## config.mk

```make
export PLATFORM = sky130hd
export DESIGN_NAME = wd_multi_timer
export DESIGN_NICKNAME = d
export VERILOG_FILES = /design/src/rtl/wd_multi_timer_pkg.sv /design/src/rtl/wd_multi_timer_channel.sv /design/src/rtl/wd_multi_timer.sv
export SDC_FILE = /design/constraint.sdc
export NUM_CORES = 1
export LEC_CHECK = 0
export BUFFER_PORTS_ARGS = -buffer_cell sky130_fd_sc_hd__clkbuf_2
export CORE_UTILIZATION = 50
export DETAILED_ROUTE_END_ITERATION = 8
export GPL_TIMING_DRIVEN = 0
export PLACE_DENSITY = 0.71
export SLEW_MARGIN = 20
export SYNTH_ARGS = -nofsm -noshare
export SYNTH_HDL_FRONTEND = slang
export SYNTH_SLANG_ARGS = --single-unit
```

## constraint.sdc

```tcl
create_clock -name clk_1khz -period 1.5 [get_ports clk_1khz]
set_clock_uncertainty 0.15 [all_clocks]
set_input_delay 0.225 -clock clk_1khz [delete_from_list [all_inputs] [get_ports clk_1khz]]
set_output_delay 0.225 -clock clk_1khz [all_outputs]
set_load 0.01 [all_outputs]
```

## src/rtl/wd_multi_timer_pkg.sv

```systemverilog
// wd_multi_timer_pkg: shared channel state encoding and edge-mode selectors
package wd_multi_timer_pkg;
  typedef enum logic [1:0] {
    WD_IDLE    = 2'b00,
    WD_ARMED   = 2'b01,
    WD_TRIPPED = 2'b10
  } wd_state_e;
  localparam int EDGE_ANY  = 0;
  localparam int EDGE_RISE = 1;
endpackage

```

## src/rtl/wd_multi_timer_channel.sv

```systemverilog
// wd_multi_timer_channel: one heartbeat channel with synchroniser, pet detect, arm/trip FSM and timeout counter
module wd_multi_timer_channel import wd_multi_timer_pkg::*; #(
  parameter int TIMEOUT   = 126,
  parameter int EDGE_MODE = EDGE_ANY,
  localparam int CNT_W    = $clog2(TIMEOUT)
) (
  input  logic clk_1khz,
  input  logic rst,
  input  logic wd_in,
  input  logic wd_en,
  input  logic wd_clr,
  output logic wd_trip
);
  localparam logic [CNT_W-1:0] LAST = CNT_W'(TIMEOUT - 1);
  wd_state_e state, state_n;
  logic [CNT_W-1:0] cnt, cnt_n;
  logic s1, s2, s3, pet, run;
  assign pet = (EDGE_MODE == EDGE_RISE) ? (s2 & ~s3) : (s2 ^ s3);
  assign run = (state == WD_ARMED) && wd_en && !pet;
  always_ff @(posedge clk_1khz) begin
    if (rst) begin
      {s1, s2, s3} <= '0;
      state <= WD_IDLE;
      cnt <= '0;
      wd_trip <= 1'b0;
    end else begin
      {s1, s2, s3} <= {wd_in, s1, s2};
      state <= state_n;
      cnt <= cnt_n;
      wd_trip <= state_n == WD_TRIPPED;
    end
  end
  // disable beats timeout, a pet on the last count beats the trip
  always_comb begin
    state_n = state == WD_IDLE    ? (wd_en ? WD_ARMED : WD_IDLE)
            : state == WD_ARMED   ? (!wd_en ? WD_IDLE : (!pet && cnt == LAST) ? WD_TRIPPED : WD_ARMED)
            : state == WD_TRIPPED ? (!wd_clr ? WD_TRIPPED : wd_en ? WD_ARMED : WD_IDLE)
            : WD_IDLE;
  end
  // counter saturates at LAST on the trip and stays frozen until cleared
  always_comb begin
    cnt_n = (run && cnt != LAST) ? cnt + 1'b1
          : (run || (state == WD_TRIPPED && !wd_clr)) ? cnt
          : '0;
  end
endmodule

```

## src/rtl/wd_multi_timer.sv

```systemverilog
// wd_multi_timer: N-channel heartbeat watchdog with sticky trips, shutdown request and first-fault capture
module wd_multi_timer import wd_multi_timer_pkg::*; #(
  parameter int N_CH      = 4,
  parameter int TIMEOUT   = 126,
  parameter int EDGE_MODE = EDGE_ANY,
  localparam int IDX_W    = (N_CH > 1) ? $clog2(N_CH) : 1
) (
  input  logic             clk_1khz,
  input  logic             rst,
  input  logic [N_CH-1:0]  wd_in,
  input  logic [N_CH-1:0]  wd_en,
  input  logic [N_CH-1:0]  wd_clr,
  output logic [N_CH-1:0]  wd_trip,
  output logic             wd_out,
  output logic [IDX_W-1:0] wd_first,
  output logic             wd_first_v
);
  logic [IDX_W-1:0] low_idx;
  for (genvar i = 0; i < N_CH; i++) begin : g_ch
    wd_multi_timer_channel #(.TIMEOUT(TIMEOUT), .EDGE_MODE(EDGE_MODE)) u_ch (
      .clk_1khz(clk_1khz),
      .rst(rst),
      .wd_in(wd_in[i]),
      .wd_en(wd_en[i]),
      .wd_clr(wd_clr[i]),
      .wd_trip(wd_trip[i])
    );
  end
  always_comb begin
    low_idx = '0;
    for (int k = N_CH - 1; k >= 0; k--)
      if (wd_trip[k]) low_idx = IDX_W'(k);
  end
  // first fault latches only while empty, and empties once every trip is cleared
  always_ff @(posedge clk_1khz) begin
    if (rst) begin
      wd_out <= 1'b0;
      wd_first <= '0;
      wd_first_v <= 1'b0;
    end else begin
      wd_out <= |wd_trip;
      if (!wd_first_v && |wd_trip) begin
        wd_first <= low_idx;
        wd_first_v <= 1'b1;
      end else if (wd_first_v && !(|wd_trip)) begin
        wd_first <= '0;
        wd_first_v <= 1'b0;
      end
    end
  end
endmodule

```

Word level (Yosys, flattened, before mapping) --
Index checks and enable logic that the tools add are counted.
Cells by class: eq/ne operators 24, reduce and logical (&&, ||, !) cells 42, muxes and demuxes 44, $add $sub $neg 4, bitwise operators 4
Operators by type and width (count):
- 2-bit two-way mux | 30
- 7-bit two-way mux | 8
- 7-bit by 1-bit adder with 7-bit output (second input constant) | 4
- 7-bit equality test (second input constant) | 4
- 7-bit inequality test (second input constant) | 4
- 1-bit logical AND | 22
- 2-bit equality test (second input constant) | 8
- 1-bit zero test | 10
- 2-bit by 1-bit equality test with 1-bit output (second input constant) | 4
- 2-bit zero test | 4
- 2-bit by 1-bit inequality test with 1-bit output (second input constant) | 4
- 1-bit two-way mux | 6
- 1-bit logical OR | 4
- 4-bit OR reduction | 1
- 1-bit bitwise XOR | 4
- 2-bit nonzero test | 1
Storage, ports and cells: input port bits 14, register bits after elaboration 56

Depth between registers and ports, before layout --
depth after elaboration 8, gate-level depth with buffers 7, mapped depth without buffers 7

Modules after synthesis --
From an unflattened synthesis, not the netlist that was laid out.
Unflattened totals: cells, all modules 265, area total of the unflattened synthesis 2544.9 um^2
Modules (own cells, without submodules):
- wd_multi_timer_channel | instances 4, area an instance 591.8 um^2, cells an instance 61
- wd_multi_timer | instances 1, area an instance 177.7 um^2, cells an instance 21

Worst setup path after synthesis --
No wires, ideal clock.
path type register -> register, start point register g_ch[3].u_ch.cnt[1], end point register g_ch[3].u_ch.cnt[6], period minus slack after synthesis 1.647 ns, data arrival time 1.375 ns, cell stages (with the launch flop) 7, setup slack -0.147 ns, library setup time 0.122 ns, data required time 1.228 ns, cell sequence dfxtp_1 > inv_1 > ha_1 > and4_1 > nand4_1 > a21oi_1 > a221o_1
On the way: cells in the longest elaborated chain, start to end 3
RTL lines:
- from (decl) | line wd_multi_timer_channel.sv:16 | logic [CNT_W-1:0] cnt, cnt_n;
- from (signal assigned) | line wd_multi_timer_channel.sv:29 | cnt <= cnt_n;
- branches (longest 3 deep; another with 7-bit by 1-bit adder with 7-bit output)
Parallel ways; which one is timed is not known. A chain may end at the register's enable or synchronous reset.

Worst setup path in the final report --
start point register g_ch[2].u_ch.cnt[1], end point register g_ch[2].u_ch.cnt[0]
On the way: cells in the longest elaborated chain, start to end 3
RTL lines:
- from (decl) | line wd_multi_timer_channel.sv:16
- from (signal assigned) | line wd_multi_timer_channel.sv:29
- 7-bit inequality test * | line wd_multi_timer_channel.sv:42 | cnt_n = (run && cnt != LAST) ? cnt + 1'b1
- 1-bit logical AND * | line wd_multi_timer_channel.sv:42
- 2-bit by 1-bit inequality test with 1-bit output (no source line) / 7-bit two-way mux (equally long branches)
Every way passes the cells marked *; elsewhere a longest branch is shown, timed or not.

==> impl_metrics.xml <==
<?xml version="1.0" encoding="UTF-8"?>
<metrics>
  <group name="sta">
    <metric name="setup_slack" unit="ns">-0.1834</metric>
    <metric name="report.final.hold_viol_count" unit="">0</metric>
    <metric name="max_slew_violation_count" unit="">0</metric>
    <metric name="fin_crit" unit="ns">1.683</metric>
    <metric name="grt_setup_unrepaired" unit="">true</metric>
    <metric name="tightest_slew" unit="ns">0.5777</metric>
    <metric name="achievable-frequency" unit="MHz">594.0</metric>
    <metric name="slew_headroom" unit="%">61.39</metric>
    <metric name="final_min_period_over_clock_period" unit="%">112.2</metric>
    <metric name="timing.final.setup_violations" unit="">28</metric>
    <metric name="holdWs" unit="ns">0.03231</metric>
  </group>
  <group name="place">
    <metric name="port_buffers" unit="">20</metric>
    <metric name="finalWeightedCongestion" unit="">0.7683</metric>
    <metric name="dpl_cell_area" unit="um^2">2783</metric>
    <metric name="place_inst" unit="">366</metric>
    <metric name="post-dp-hpwl" unit="mm">3.232</metric>
  </group>
  <group name="clock_network">
    <metric name="cts.sink_count" unit="">56</metric>
    <metric name="cts_buffers" unit="">5</metric>
    <metric name="clkSlewWorstSetupHoldPaths" unit="ns">0.10</metric>
    <metric name="cts-root-to-sink-buffers" unit="">2</metric>
    <metric name="cts_htree_levels" unit="">2</metric>
    <metric name="cts-root-buf" unit="">sky130_fd_sc_hd__clkbuf_8</metric>
    <metric name="tritoncts" unit="">yes</metric>
    <metric name="clk-insertion-delay-late" unit="ns">0.30</metric>
  </group>
  <group name="floorplanning">
    <metric name="core_area" unit="um^2">4817</metric>
    <metric name="initial_util" unit="%">52.65</metric>
    <metric name="rows" unit="">25</metric>
    <metric name="io-pin-count" unit="">22</metric>
    <metric name="die_w" unit="um">73.22</metric>
    <metric name="die_height" unit="um">73.22</metric>
    <metric name="die_area" unit="um^2">5361</metric>
  </group>
  <group name="route">
    <metric name="remaining_drc_errors" unit="">0</metric>
    <metric name="route.final.wire_length" unit="mm">5.752</metric>
    <metric name="route.vias.total" unit="">2317</metric>
    <metric name="detailedRoute.firstIterationViolations" unit="">140</metric>
    <metric name="wl_per_cell" unit="um">13.60</metric>
    <metric name="drt-vias-per-instance" unit="">5.478</metric>
    <metric name="route.antenna.remaining_nets" unit="">0</metric>
    <metric name="drt_first_pass_iters" unit="">4</metric>
  </group>
  <group name="setup_path">
    <metric name="worstPathRequired" unit="ns">1.58</metric>
    <metric name="cp.buffers_inverters" unit="">1</metric>
    <metric name="worst-endpoint-arrival" unit="ns">1.76</metric>
    <metric name="criticalPathCategory" unit="">flop to flop</metric>
    <metric name="timing.critical_path.slowest_stage_cell" unit="">sky130_fd_sc_hd__or4_1</metric>
    <metric name="cp_slowest_stage_delay" unit="ns">0.52</metric>
    <metric name="path_delay_family" unit="">simple AND/OR/NAND/NOR gates</metric>
    <metric name="reg2reg_depth" unit="">6</metric>
    <metric name="r2r_start" unit="">g_ch[2].u_ch.cnt[1]</metric>
    <metric name="setup.reg_to_reg.worst_slack" unit="ns">-0.18</metric>
    <metric name="crit_path_start_kind" unit="">flop</metric>
    <metric name="startpoint" unit="">g_ch[2].u_ch.cnt[1]</metric>
    <metric name="critical_path_cell_count" unit="">6</metric>
    <metric name="path_max_fanout" unit="">3</metric>
    <metric name="path_cells" unit="">inv_2 -&gt; ha_4 -&gt; nand4_1 -&gt; nor2_1 -&gt; or4_1 -&gt; a21oi_1</metric>
    <metric name="worstSetupEndpointType" unit="">flop</metric>
  </group>
  <group name="logic_synthesis">
    <metric name="ys_ff_latch" unit="">56</metric>
    <metric name="number_of_flops_mapped_to_enable_cells_by_yosys" unit="">0</metric>
    <metric name="synth_cells" unit="">279</metric>
    <metric name="ys_seq_area_share" unit="%">44.20</metric>
    <metric name="postSynthAreaPerCell" unit="um^2">9.090</metric>
    <metric name="number_of_different_library_cells_in_the_post_synthesis_netlist" unit="">53</metric>
    <metric name="synth_fp_nets" unit="">302</metric>
    <metric name="synth.cell_area" unit="um^2">2536</metric>
    <metric name="synth_async_sr_flop_share" unit="%">0</metric>
    <metric name="synth_warnings" unit="">0</metric>
    <metric name="ys.flop_type" unit="">sky130_fd_sc_hd__dfxtp_1</metric>
  </group>
  <group name="global_routing">
    <metric name="total_routing_usage_gr" unit="%">21.52</metric>
    <metric name="grt_antenna_before_repair" unit="">0</metric>
    <metric name="first_global_vias" unit="">2124</metric>
    <metric name="wire_length_of_the_first_global_routing_pass" unit="mm">9.087</metric>
    <metric name="overflow" unit="">0</metric>
    <metric name="grt_start_max_net_pins" unit="">18</metric>
  </group>
  <group name="layout">
    <metric name="post-route-cell-area" unit="um^2">3571</metric>
    <metric name="instances_no_fill" unit="">423</metric>
    <metric name="layout.cells.most_common_list" unit="">sky130_fd_sc_hd__buf_4, sky130_fd_sc_hd__dfxtp_1, sky130_fd_sc_hd__inv_1, sky130_fd_sc_hd__clkbuf_2, sky130_fd_sc_hd__nand2_1</metric>
    <metric name="antennaDiodeCount" unit="">0</metric>
    <metric name="syn_to_final_growth" unit="%">40.80</metric>
    <metric name="final_common_cell" unit="">sky130_fd_sc_hd__buf_4</metric>
    <metric name="fin_nets" unit="">378</metric>
    <metric name="drive_above_1_share" unit="%">42.98</metric>
    <metric name="layout.core_utilization" unit="%">74.13</metric>
  </group>
  <group name="power_and_ir_drop">
    <metric name="power_density" unit="nW/um^2">696.9</metric>
    <metric name="power.static_leakage" unit="nW">1.409</metric>
    <metric name="vdd_ir_drop_max" unit="V">0.0007989</metric>
    <metric name="power.total" unit="mW">2.489</metric>
  </group>
  <group name="hold_path">
    <metric name="min-delay-start" unit="">wd_en[3]</metric>
    <metric name="hold_path_depth" unit="">3</metric>
    <metric name="hold_class" unit="">primary input to flop</metric>
  </group>
  <group name="flow_run">
    <metric name="cap_violations" unit="">0</metric>
  </group>
  <group name="status">
    <metric name="violations" unit="">setup timing</metric>
    <metric name="run_status" unit="">finished with violations</metric>
  </group>
</metrics>
per-layer routing:
layer	GRT usage (%)	vias up	share of wire, %
met3	4.420	9	4.3
met1	26.90	1101	45
met2	36.11	57	49
li1	-	1150	-
met5	0	-	0
met4	8.715	0	1.3
state kept, by name (all words and copies together) (netlist names):
| name | count |
|---|---|
| g_ch.u_ch.s1 | 4 |
| wd_first_v | 1 |
| wd_first | 2 |
| g_ch.u_ch.state | 8 |
| g_ch.u_ch.s3 | 4 |
| wd_out | 1 |
| g_ch.u_ch.s2 | 4 |
| g_ch.u_ch.wd_trip | 4 |
| g_ch.u_ch.cnt | 28 |
cell usage after synthesis (2+ instances only):
cell                        instances  share of area [%]
sky130_fd_sc_hd__dfxtp_1           56                 44
sky130_fd_sc_hd__inv_1             26                3.8
sky130_fd_sc_hd__nand2_1           20                3.0
sky130_fd_sc_hd__nand3_1           17                3.4
sky130_fd_sc_hd__nor2b_1           15                3.7
sky130_fd_sc_hd__nor2_1            14                2.1
sky130_fd_sc_hd__a21oi_1           11                2.2
sky130_fd_sc_hd__o21ai_0           10                2.0
sky130_fd_sc_hd__ha_1               9                4.4
sky130_fd_sc_hd__o221ai_1           9                3.1
sky130_fd_sc_hd__nand4_1            7                1.7
sky130_fd_sc_hd__nor3_1             7                1.4
sky130_fd_sc_hd__nand2b_1           6                1.5
sky130_fd_sc_hd__and2_1             5                1.2
sky130_fd_sc_hd__a211o_1            4                1.4
sky130_fd_sc_hd__and3_1             4               0.99
sky130_fd_sc_hd__buf_4              4                1.2
sky130_fd_sc_hd__and4_1             3                1.0
sky130_fd_sc_hd__nand3b_1           3               0.89
sky130_fd_sc_hd__o211ai_1           3               0.89
sky130_fd_sc_hd__o22ai_1            3               0.74
sky130_fd_sc_hd__xnor2_1            3                1.0
sky130_fd_sc_hd__xor2_1             3                1.0
sky130_fd_sc_hd__a221oi_1           2               0.69
sky130_fd_sc_hd__clkbuf_1           2               0.30
sky130_fd_sc_hd__mux2i_1            2               0.79
sky130_fd_sc_hd__nor4_1             2               0.49
sky130_fd_sc_hd__o21ai_1            2               0.39
sky130_fd_sc_hd__o2bb2ai_1          2               0.69
sky130_fd_sc_hd__or3_1              2               0.49
tightest hold or removal path: stages:
cell and delay, ns:
sky130_fd_sc_hd__clkbuf_2 0.11, sky130_fd_sc_hd__nand3_1 0.07, sky130_fd_sc_hd__a31oi_1 0.04
kinds of logic (layout without fill, tap and decap cells):
kind of cell    after synthesis  after routing  share of synthesized area (%)
buf+inv                      34            110                          5.920
simple gates                117            117                          26.84
flops                        56             56                          44.20
xor+xnor                      6              6                          2.072
fa+ha+maj                     9              9                          4.440
mux                           2              2                         0.7894
compound gates               55             56                          15.74
report_power, final:
part           internal (mW)  switching (mW)
Combinational         0.0851          0.0772
Clock                  0.327           0.481
Sequential              1.50          0.0170
Total                   1.91           0.575
cell type report:
type | instances | area (um^2)
multi-input combinational | 190 | 1583
fill | 334 | 1246
sequential | 56 | 1159
timing repair buffer | 68 | 501.7
inverter | 27 | 103.9
tap | 67 | 83.83
clock buffer | 5 | 68.82
buffer | 7 | 52.55
clock inverter | 3 | 18.77
final timing paths:
| path | endpoint |
|---|---|
| worst max-delay path | g_ch[2].u_ch.cnt[0] |
| worst min-delay path | g_ch[3].u_ch.state[0] |
| worst max register to register | g_ch[2].u_ch.cnt[0] |
| worst min register to register | g_ch[0].u_ch.s2 |
repair_timing:
action                                  in CTS  in global routing
setup buffers                               37                  5
endpoints found under the setup margin      33                 33
gates cloned                                 1                  0
pin swaps                                   28                 20
gates resized for setup                     48                 31
endpoints found under the hold margin        6                  0
hold buffers                                 6                  0
per-stage QoR:
step	worst slack, ns	TNS, ns
floorplan	-0.04911	-0.1430
global placement	-0.2199	-3.912
detailed placement	-0.2763	-4.319
CTS	-0.1117	-0.8619
global route	-0.2765	-4.383
finish	-0.1834	-1.675
(Power assumes the default switching activity.)
